$ cat src/rtl/phasegen.sv
// phasegen: instruction phase sequencer (IDLE -> IF -> DE -> EX -> WB) with HALT on
// illegal opcode or ECALL. Optional performance counters are built when the macro
// PHASEGEN_PERF_EN is defined; otherwise `cycles` and `instret` read as zero.
module phasegen (
  input  logic        clock,
  input  logic        reset,
  input  logic        run,
  input  logic        step,
  input  logic [31:0] ir,
  input  logic        mem_ready,
  output logic [3:0]  cstate,
  output logic        halted,
  output logic        illegal,
  output logic        retire,
  output logic [31:0] cycles,
  output logic [31:0] instret
);

  // Major opcodes recognised by the decoder.
  localparam logic [6:0] OpOp     = 7'b0110011;
  localparam logic [6:0] OpOpImm  = 7'b0010011;
  localparam logic [6:0] OpLoad   = 7'b0000011;
  localparam logic [6:0] OpStore  = 7'b0100011;
  localparam logic [6:0] OpBranch = 7'b1100011;
  localparam logic [6:0] OpJal    = 7'b1101111;
  localparam logic [6:0] OpJalr   = 7'b1100111;
  localparam logic [6:0] OpLui    = 7'b0110111;
  localparam logic [6:0] OpAuipc  = 7'b0010111;
  localparam logic [6:0] OpSystem = 7'b1110011;

  typedef enum logic [2:0] {
    StIdle = 3'd0,
    StIf   = 3'd1,
    StDe   = 3'd2,
    StEx   = 3'd3,
    StWb   = 3'd4,
    StHalt = 3'd5
  } state_e;

  state_e     state_q, state_d;
  logic       illegal_q, illegal_d;
  logic [6:0] opcode;
  logic       opcode_legal;
  logic       opcode_mem;
  logic       opcode_system;
  logic       wb_done;
  logic       active;

  assign opcode = ir[6:0];

  // Only the major opcode field steers sequencing; the rest of IR is ignored here.
  logic unused_ir;
  assign unused_ir = ^ir[31:7];

  // Opcode classification used by DE (legality) and WB (memory wait, ECALL halt).
  always_comb begin
    opcode_legal  = 1'b0;
    opcode_mem    = 1'b0;
    opcode_system = 1'b0;
    case (opcode)
      OpOp, OpOpImm, OpBranch, OpJal, OpJalr, OpLui, OpAuipc: opcode_legal = 1'b1;
      OpLoad, OpStore: begin
        opcode_legal = 1'b1;
        opcode_mem   = 1'b1;
      end
      OpSystem: begin
        opcode_legal  = 1'b1;
        opcode_system = 1'b1;
      end
      default: opcode_legal = 1'b0;
    endcase
  end

  // Loads and stores stall in WB until memory answers; everything else takes one cycle.
  assign wb_done = !(opcode_mem && !mem_ready);

  // Next-state logic; retire is a Mealy pulse on the completing WB cycle.
  always_comb begin
    state_d   = state_q;
    illegal_d = illegal_q;
    retire    = 1'b0;
    unique case (state_q)
      StIdle: begin
        // step only matters here; run+step together is simply run.
        if (run || step) begin
          state_d = StIf;
        end
      end
      StIf: begin
        if (mem_ready) begin
          state_d = StDe;
        end
      end
      StDe: begin
        if (!opcode_legal) begin
          state_d   = StHalt;
          illegal_d = 1'b1;
        end else begin
          state_d = StEx;
        end
      end
      StEx: begin
        state_d = StWb;
      end
      StWb: begin
        if (wb_done) begin
          retire = 1'b1;
          if (opcode_system) begin
            state_d = StHalt;
          end else if (run) begin
            state_d = StIf;
          end else begin
            state_d = StIdle;
          end
        end
      end
      StHalt: begin
        // Only reset leaves HALT.
        state_d = StHalt;
      end
      default: begin
        state_d = StIdle;
      end
    endcase
  end

  // State and sticky illegal flag; reset wins over everything, including HALT.
  always_ff @(posedge clock) begin
    if (reset) begin
      state_q   <= StIdle;
      illegal_q <= 1'b0;
    end else begin
      state_q   <= state_d;
      illegal_q <= illegal_d;
    end
  end

  // One-hot phase decoded purely from the state register.
  always_comb begin
    cstate = 4'b0000;
    unique case (state_q)
      StIf:    cstate = 4'b0001;
      StDe:    cstate = 4'b0010;
      StEx:    cstate = 4'b0100;
      StWb:    cstate = 4'b1000;
      default: cstate = 4'b0000;
    endcase
  end

  assign halted  = (state_q == StHalt);
  assign illegal = illegal_q;
  assign active  = (state_q != StIdle) && (state_q != StHalt);

`ifdef PHASEGEN_PERF_EN
  logic [31:0] cycles_q;
  logic [31:0] instret_q;

  // Free-running wrap-around counters of active cycles and retired instructions.
  always_ff @(posedge clock) begin
    if (reset) begin
      cycles_q  <= 32'd0;
      instret_q <= 32'd0;
    end else begin
      if (active) begin
        cycles_q <= cycles_q + 32'd1;
      end
      if (retire) begin
        instret_q <= instret_q + 32'd1;
      end
    end
  end

  assign cycles  = cycles_q;
  assign instret = instret_q;
`else
  logic unused_active;
  assign unused_active = active;
  assign cycles        = 32'd0;
  assign instret       = 32'd0;
`endif

  // Structural sanity: at most one phase bit, and no phase while halted.
  a_cstate_onehot0 : assert property (@(posedge clock) disable iff (reset) $onehot0(cstate));
  a_halt_no_phase  : assert property (@(posedge clock) disable iff (reset)
                                      halted |-> (cstate == 4'b0000));

endmodule

$ cat config.mk
export PLATFORM = sky130hd
export DESIGN_NAME = phasegen
export DESIGN_NICKNAME = d
export VERILOG_FILES = /design/src/rtl/phasegen.sv
export SDC_FILE = /design/constraint.sdc
export NUM_CORES = 1
export LEC_CHECK = 0
export CELL_PAD_IN_SITES_DETAIL_PLACEMENT = 1
export CELL_PAD_IN_SITES_GLOBAL_PLACEMENT = 1
export CORE_ASPECT_RATIO = 1.5
export CORE_MARGIN = 4
export CORE_UTILIZATION = 13
export CTS_BUF_LIST = sky130_fd_sc_hd__clkbuf_4 sky130_fd_sc_hd__clkbuf_8 sky130_fd_sc_hd__clkbuf_16
export CTS_CLUSTER_SIZE = 12
export DETAILED_ROUTE_END_ITERATION = 10
export PLACE_DENSITY = 0.81
export SYNTH_ARGS = -nofsm -noshare
export SYNTH_HDL_FRONTEND = slang
export SYNTH_SLANG_ARGS = --single-unit
$ cat constraint.sdc
create_clock -name clock -period 1.4 [get_ports clock]
set_input_delay 0.35 -clock clock [delete_from_list [all_inputs] [get_ports clock]]
set_output_delay 0.35 -clock clock [all_outputs]
set_load 0.05 [all_outputs]
-- Yosys cells after proc, flatten, opt, wreduce, memory -nomap -nowiden
Cells that the tools add are included.
Widths: inputs -> output; s select.
- register bits: 4
- output and inout port bits: 71
- bitwise gates (word level): 1
- multiplexer cells: 13
- equality and inequality tests: 18
- reductions and logical operators: 8
- operator list (operator ; number):
    $eq 7x7->1 const B ; 4
    $eq 7x6->1 const B ; 3
    $pmux 3 s6 ; 1
    $pmux 4 s4 ; 1
    $mux 3 ; 5
    $eq 7x5->1 const B ; 2
    $reduce_or 10->1 ; 1
    $eq 7x2->1 const B ; 1
    $eq 3x2->1 const B ; 2
    $eq 3x3->1 const B ; 2
    $mux 1 ; 6
    $ne 2x2->1 const B ; 3
    $eq 3x1->1 const B ; 1
    $logic_not 3->1 ; 1
    $reduce_and 3->1 ; 1
    $reduce_and 2->1 ; 1
    $reduce_or 2->1 ; 1
    $logic_and 1x1->1 ; 1
    $logic_not 1->1 ; 1
    $logic_or 1x1->1 ; 1
    $not 1->1 ; 1

-- Depth between registers and ports, before layout
Gate-level depths: netlist (run 1).
- depth after elaboration: 6
- gate-level depth with buffers: 4
- mapped depth without buffers: 4

-- Worst setup path after synthesis (run 1)
OpenSTA, ideal clock, no wires.
- path kind: reg2reg
- from: register state_q[1]
- to: register illegal_q (netlist: illegal)
- stages on the path, launching flop included: 4
- setup slack: -886 ps
- buffers on the path: 0
- library setup time: 70 ps
- arrival time: 2216 ps
- period minus slack after synthesis: 2286 ps
- path through: dfxtp_1 -> nor3b_1 -> or3b_1 -> a21oi_1
- cells in the longest elaborated chain, start to end: 2
- RTL lines (element ; RTL line ; RTL):
    start, declared ; 40 ; state_e state_q, state_d;
    start signal, assigned ; 130 ; state_q <= StIdle;
    start signal, assigned ; 133 ; state_q <= state_d;
    $eq 3x2->1 ; 82 ; unique case (state_q)
    $reduce_and 2->1 (no source line) ; -- ;
    end signal, assigned ; 134 ; illegal_q <= illegal_d;
    end, declared ; 41 ; logic illegal_q, illegal_d;
No other way between the ends.
A chain may end at the register's enable or synchronous reset.

-- Worst setup path in the final report (run 1)
- from: register state_q[2]
- to: output port retire
- cells in the longest elaborated chain, start to end: 2
- RTL lines (element ; RTL line ; RTL):
    $eq 3x3->1 ; 82 ;
    $mux 1 ; 82 ;
    end, declared ; 14 ; output logic retire,
No other way between the ends.

==> results.yml, run 1 <==
timing:
  period_share_pct: 115
  finalSetupViolCount: 9
  timing.final.max_slew_violations: 0
  clock.fmax_mhz: 619
  final-hold-violation-count: 0
  min_period_ps: 1620
  finalClockSkew_ps: 3.35
  rsz0062_at_grt: "yes"
  post-route-worst-setup-slack_ps: -216
clocking:
  cts_clock_pin_slew_for_the_worst_setup_and_hold_paths_ps: 30
  clock_tree_from_tritoncts: "done"
  clock_tree.buffer_depth: 2
  cts.sink_count: 4
  cts_hold_buf: 0
  root_buffer_selected_by_cts: "sky130_fd_sc_hd__clkbuf_8"
  numCtsBuffers: 3
  clk_latency_ps: 220
  htreeDepth: 1
synth:
  yosys-mux-area-fraction_pct: 0
  synth-simple-area-share_pct: 18.3
  count_of_different_cell_masters_after_synthesis: 26
  synth-xor-area-share_pct: 0
  synth-adder-area-share_pct: 0
  compound_gate_fraction_of_synth_area_pct: 10.4
  synth.avg_cell_area_um2: 7.51
  largest_family_of_logic_cells_by_synthesized_area: "buffers and inverters"
  synth.cell_area_um2: 818
  ys_ff_latch: 4
  seq_area_frac_synth_pct: 9.79
  post_synth_inst_count: 109
  yosysWarningCount: 0
setup_path:
  cp-endpoint: "retire"
  largest_stage_delay_worst_path_ps: 420
  worstSetupStartpointType: "flop"
  startpoint: "state_q[2]$_SDFFE_PP0P_"
  worstPathCellList: "or3b_4 > nor2_4 > buf_8"
  worstSetupPathType: "reg -> out"
  crit_fanout: 4
  cp_data_arrival_time_ps: 1270
  reg2reg_depth: 4
  worst-r2r-setup-slack_ps: -180
  reg2reg_to: "state_q[0]$_SDFFE_PP0P_"
  slowest_stage_cell_cp: "sky130_fd_sc_hd__or3b_4"
  worst_r2r_startpoint: "state_q[2]$_SDFFE_PP0P_"
  critPathRequiredTime_ps: 1050
  crit_path_end_kind: "output pin"
detailed_routing:
  drt_pass1_iterations: 2
  post-route-drc-count: 0
  via_count: 678
  drt_iter0_drc: 9
  finalWirelength_mm: 2.01
  drt.antenna.violating_nets: 0
  routedWlPerCell_um: 9.15
  post_drt_via_cell_ratio: 3.08
floorplanning:
  boundaryPins: 108
  core_area_mm2: 0.00613
  die_y_um: 105
  initial_core_util_pct: 13.3
  fp.dieArea_mm2: 0.00765
  cell_row_count: 35
  die_width_um: 72.8
place:
  port-buffer-count: 18
  globalplace.congestion: 0.803
  dp_hpwl_mm: 1.66
  post-place-ws_ps: -633
layout:
  drive_above_1_share_pct: 41.8
  final_net_count: 184
  synthToLayoutAreaGrowth_pct: 47.7
  most_used_cells_in_the_layout_excluding_fill_and_tap_cells: "sky130_fd_sc_hd__conb_1, sky130_fd_sc_hd__buf_4, sky130_fd_sc_hd__buf_6, sky130_fd_sc_hd__buf_12"
  finalCoreUtilization_pct: 19.7
  mostFrequentLayoutCell: "sky130_fd_sc_hd__conb_1"
  diodes: 0
hold_path:
  timing.hold.worst_path_depth: 2
  hold_path_class: "reg -> reg"
outcome:
  outcome: "complete, but fails checks"
  violations: "setup timing"
global_route:
  grt_pass1_vias: 764
  groute.usage.overall_pct: 5.39
  number_of_antenna_violations_at_the_first_check_in_global_routing: 0
  grt_start_max_net_pins: 6
  global_route.overflow_total: 0
  grt_pass1_wl_mm: 3.24
job:
  number_of_violations_of_the_max_capacitance_limit: 0
power:
  power_density_mw_per_mm2: 1150
  power.static_leakage_nw: 0.556
  irDropWorstVdd_v: 0.000280
==> metal layers <==
layer / track usage (%) / up-vias / wire length [um]
met5: 0 / - / 0
met4: 3.56 / 0 / 53
met3: 1.25 / 4 / 298
met2: 9.04 / 70 / 928
met1: 5.83 / 300 / 734
li1: - / 304 / -
==> state kept, by name, indices dropped and copies added (netlist names) <==
name     flops
state_q      3
illegal      1
==> kinds of logic after synthesis <==
kind of cell           Yosys count
flip-flops                       4
other                            1
AO/OA/AOI/OAI                   11
buffers and inverters           69
AND/OR/NAND/NOR                 24
==> cell type report <==
type	count	area [um^2]
multi-input combinational	99	591
inverter	5	28.8
fill	753	4920
tap	74	92.6
clock buffer	4	48.8
sequential	4	88.8
timing repair buffer	34	359
==> worst min path at each step <==
stage                              endpoint  slack, ps            startpoint
global route           illegal$_SDFFE_PP0P_        540  illegal$_SDFFE_PP0P_
floorplan           state_q[0]$_SDFFE_PP0P_        410                 reset
detailed placement     illegal$_SDFFE_PP0P_        490  illegal$_SDFFE_PP0P_
CTS                    illegal$_SDFFE_PP0P_        510  illegal$_SDFFE_PP0P_
finish                 illegal$_SDFFE_PP0P_        510  illegal$_SDFFE_PP0P_
global placement       illegal$_SDFFE_PP0P_        480  illegal$_SDFFE_PP0P_
==> what timing repair did <==
item                                   in CTS  in global routing
setup buffers                               5                  2
resized for setup                          37                 18
pin swaps                                  10                 13
setup endpoints to repair                  10                 10
gates cloned                                0                  0
endpoints found under the hold margin       0                  0
==> worst max-delay path, delay by kind of cell, from the launching register on <==
family | cells | cell delay [ps]
flops | 1 | 350
buf+inv | 1 | 150
simple gates | 2 | 530
==> synth_stat cells <==
cell,n,share of area (%)
sky130_fd_sc_hd__dfxtp_1,4,9.8
sky130_fd_sc_hd__nor3b_1,1,0.92
sky130_fd_sc_hd__o311a_1,1,1.2
sky130_fd_sc_hd__a221o_2,1,1.4
sky130_fd_sc_hd__a21oi_1,3,1.8
sky130_fd_sc_hd__a31oi_1,1,0.77
sky130_fd_sc_hd__or2b_1,2,1.8
sky130_fd_sc_hd__or2_2,1,0.77
sky130_fd_sc_hd__inv_1,5,2.3
sky130_fd_sc_hd__conb_1,1,0.46
sky130_fd_sc_hd__or2_1,1,0.77
sky130_fd_sc_hd__nand4bb_1,1,1.4
sky130_fd_sc_hd__o31ai_1,1,0.92
sky130_fd_sc_hd__buf_4,64,59
sky130_fd_sc_hd__or3b_2,1,1.1
sky130_fd_sc_hd__a221oi_2,1,1.8
sky130_fd_sc_hd__nand3b_1,1,0.92
sky130_fd_sc_hd__nor4_1,1,0.77
sky130_fd_sc_hd__and3_1,1,0.77
sky130_fd_sc_hd__o21ai_1,1,0.61
sky130_fd_sc_hd__nor2_1,6,2.8
sky130_fd_sc_hd__or3_1,2,1.5
sky130_fd_sc_hd__nand3_1,2,1.2
sky130_fd_sc_hd__nand2_1,1,0.46
sky130_fd_sc_hd__or3b_1,3,3.2
sky130_fd_sc_hd__a211oi_1,2,1.8
==> per-stage QoR <==
stage	setup TNS [ps]	instances	power (W)	instance area, um^2	hold slack (ps)
after floorplan	-243	172	0.000927	1100	409
after global placement	-2630	211	0.00102	1040	484
after detailed placement	-2580	211	0.00103	1040	487
after CTS	-1570	220	0.00138	1180	512
after global routing	-1680	220	0.00146	1210	539
final	-1240	220	0.00139	1210	506
==> report_power, final <==
part           internal (W)  leakage (nW)  total, W  switching (W)
combinational      0.000303         0.495  0.000943       0.000641
clock              0.000214        0.0262  0.000281      0.0000669
sequential         0.000142        0.0345  0.000167      0.0000246
total              0.000659         0.556   0.00139       0.000732
No activity file was read; power rests on OpenSTA's default activity.
==> inputs of run 2 (changes only) <==
--- a/config.mk
+++ b/config.mk
@@ -6,13 +6,11 @@
 export NUM_CORES = 1
 export LEC_CHECK = 0
-export CELL_PAD_IN_SITES_DETAIL_PLACEMENT = 1
-export CELL_PAD_IN_SITES_GLOBAL_PLACEMENT = 1
 export CORE_ASPECT_RATIO = 1.5
 export CORE_MARGIN = 4
-export CORE_UTILIZATION = 13
+export CORE_UTILIZATION = 23
 export CTS_BUF_LIST = sky130_fd_sc_hd__clkbuf_4 sky130_fd_sc_hd__clkbuf_8 sky130_fd_sc_hd__clkbuf_16
 export CTS_CLUSTER_SIZE = 12
 export DETAILED_ROUTE_END_ITERATION = 10
-export PLACE_DENSITY = 0.81
+export PLACE_DENSITY = 0.85
 export SYNTH_ARGS = -nofsm -noshare
 export SYNTH_HDL_FRONTEND = slang
==> constraint.sdc (replaced) <==
create_clock -name clock -period 1.4 [get_ports clock]
set_input_delay 0.35 -clock clock [delete_from_list [all_inputs] [get_ports clock]]
set_output_delay 0.35 -clock clock [all_outputs]
set_load 0.005 [all_outputs]
==> results.yml, run 2 (synthesized netlist as in run 1, its figures left out) <==
place:
  dp_hpwl_mm: 1.38
  port-buffer-count: 18
  globalplace.congestion: 0.784
timing:
  period_share_pct: 117
  clock.fmax_mhz: 611
  finalSetupViolCount: 7
  min_period_ps: 1640
  finalClockSkew_ps: 1.18
  totalNegativeSetupSlack_ps: -1130
  timing.final.max_slew_violations: 0
  final-hold-violation-count: 0
  rsz0062_at_grt: "yes"
  hold_slack_ps: 454
  post-route-worst-setup-slack_ps: -237
layout:
  largest_register_ff_count: 3
  sequential_cell_area_um2: 88.8
  multi_input_combinational_cell_area_um2: 574
  filler_cell_count: 370
  diodes: 0
  drive_above_1_share_pct: 39.2
  mostFrequentLayoutCell: "sky130_fd_sc_hd__conb_1"
  most_used_cells_in_the_layout_excluding_fill_and_tap_cells: "sky130_fd_sc_hd__conb_1, sky130_fd_sc_hd__buf_4, sky130_fd_sc_hd__buf_6"
  biggest_register: "state_q"
  synthToLayoutAreaGrowth_pct: 33.5
  final_net_count: 187
clocking:
  clock_tree.buffer_depth: 2
  cts.sink_count: 4
  clk_latency_ps: 220
  numCtsBuffers: 3
  root_buffer_selected_by_cts: "sky130_fd_sc_hd__clkbuf_8"
  cts_hold_buf: 0
  htreeDepth: 1
  cts_clock_pin_slew_for_the_worst_setup_and_hold_paths_ps: 30
  clock_tree_from_tritoncts: "done"
floorplanning:
  die_width_um: 56.7
  die_y_um: 81.1
  initial_core_util_pct: 24.0
  core_area_mm2: 0.00342
  boundaryPins: 108
  fp.dieArea_mm2: 0.00460
  cell_row_count: 26
outcome:
  outcome: "complete, but fails checks"
  violations: "setup timing"
job:
  number_of_violations_of_the_max_capacitance_limit: 0
setup_path:
  crit_fanout: 5
  crit_path_end_kind: "output pin"
  worstSetupPathType: "reg -> out"
  cp_data_arrival_time_ps: 1290
  worstSetupStartpointType: "flop"
  critPathRequiredTime_ps: 1050
power:
  irDropWorstVdd_v: 0.000305
  power_density_mw_per_mm2: 804
  fin_total_pwr_w: 0.000878
  power.static_leakage_nw: 0.571
detailed_routing:
  drt.antenna.violating_nets: 0
  finalWirelength_mm: 1.84
  routedWlPerCell_um: 9.66
  via_count: 678
  drt_pass1_iterations: 2
  post_drt_via_cell_ratio: 3.57
  drt_iter0_drc: 3
  post-route-drc-count: 0
global_route:
  grt_start_max_net_pins: 6
  grt_pass1_wl_mm: 2.53
  number_of_antenna_violations_at_the_first_check_in_global_routing: 0
  global_route.overflow_total: 0
  groute.usage.overall_pct: 7.30
  grt_pass1_vias: 589
hold_path:
  hold_path_class: "reg -> reg"
==> run 2: changes by cell type in the layout (fill, tap and decap cells not counted), moves of 2 or more <==
cell	delta
sky130_fd_sc_hd__buf_12	-6
sky130_fd_sc_hd__buf_2	+2
sky130_fd_sc_hd__buf_4	+2
sky130_fd_sc_hd__buf_6	+2
sky130_fd_sc_hd__clkdlybuf4s15_2	+2
sky130_fd_sc_hd__clkinvlp_4	-2
sky130_fd_sc_hd__inv_2	+2
sky130_fd_sc_hd__nor2_4	-2
==> run 2: path summary, 6_finish.rpt <==
check / startpoint / endpoint / slack (ps) / cells past startpoint
worst min-delay path: illegal$_SDFFE_PP0P_ / illegal$_SDFFE_PP0P_ / 450 / 2
worst max-delay path: state_q[0]$_SDFFE_PP0P_ / retire / -240 / 4
worst min register to register: illegal$_SDFFE_PP0P_ / illegal$_SDFFE_PP0P_ / 450 / 2
worst max register to register: state_q[0]$_SDFFE_PP0P_ / state_q[0]$_SDFFE_PP0P_ / -240 / 5
==> run 2: power by group <==
group / total, W / internal, W / switching [W]
sequential: 0.000172 / 0.000143 / 0.0000285
clock: 0.000255 / 0.000184 / 0.0000706
combinational: 0.000452 / 0.000258 / 0.000193
total: 0.000878 / 0.000586 / 0.000292
==> run 2: final cells by class <==
cell class / count / area share (%)
Inverter: 5 / 1.72
Tap cell: 42 / 4.81
Clock buffer: 3 / 3.78
Timing Repair Buffer: 37 / 29.0
Multi-Input combinational cell: 99 / 52.6
Sequential cell: 4 / 8.13
==> run 2: metal layers <==
| metal | wire length, um | global-route usage [%] |
|---|---|---|
| met1 | 582 | 7.28 |
| met2 | 865 | 12.6 |
| met3 | 340 | 2.07 |
| met4 | 47 | 5.70 |
| met5 | 0 | 0 |
==> run 2: stage by stage <==
stage	setup slack [ps]	area [um^2]	instances	util [%]
global placement	-825	902	180	26.4
detailed placement	-839	902	180	26.4
global route	-307	1090	190	32.0
finish	-237	1090	190	32.0
floorplan	14.4	1060	172	-
CTS	-316	1070	189	31.4
==> run 2: critical path: stages (launching register included) <==
cell and delay, ps:
sky130_fd_sc_hd__dfxtp_4 350, sky130_fd_sc_hd__buf_6 120, sky130_fd_sc_hd__or3b_4 390, sky130_fd_sc_hd__nor2_1 90, sky130_fd_sc_hd__buf_2 110
==> run 2: what timing repair did <==
action                     CTS  global route
pin swaps                   14            12
setup endpoints to repair   11             9
gates resized for setup     70             7
hold endpoints to repair     0             0
buffers inserted             7             2
==> inputs of run 3 (changes only) <==
ABC_CLOCK_PERIOD_IN_PS = 1400   (was not set)
==> results of run 3 <==
Same layout as run 2: the final DEF is identical, and so are final timing and power.
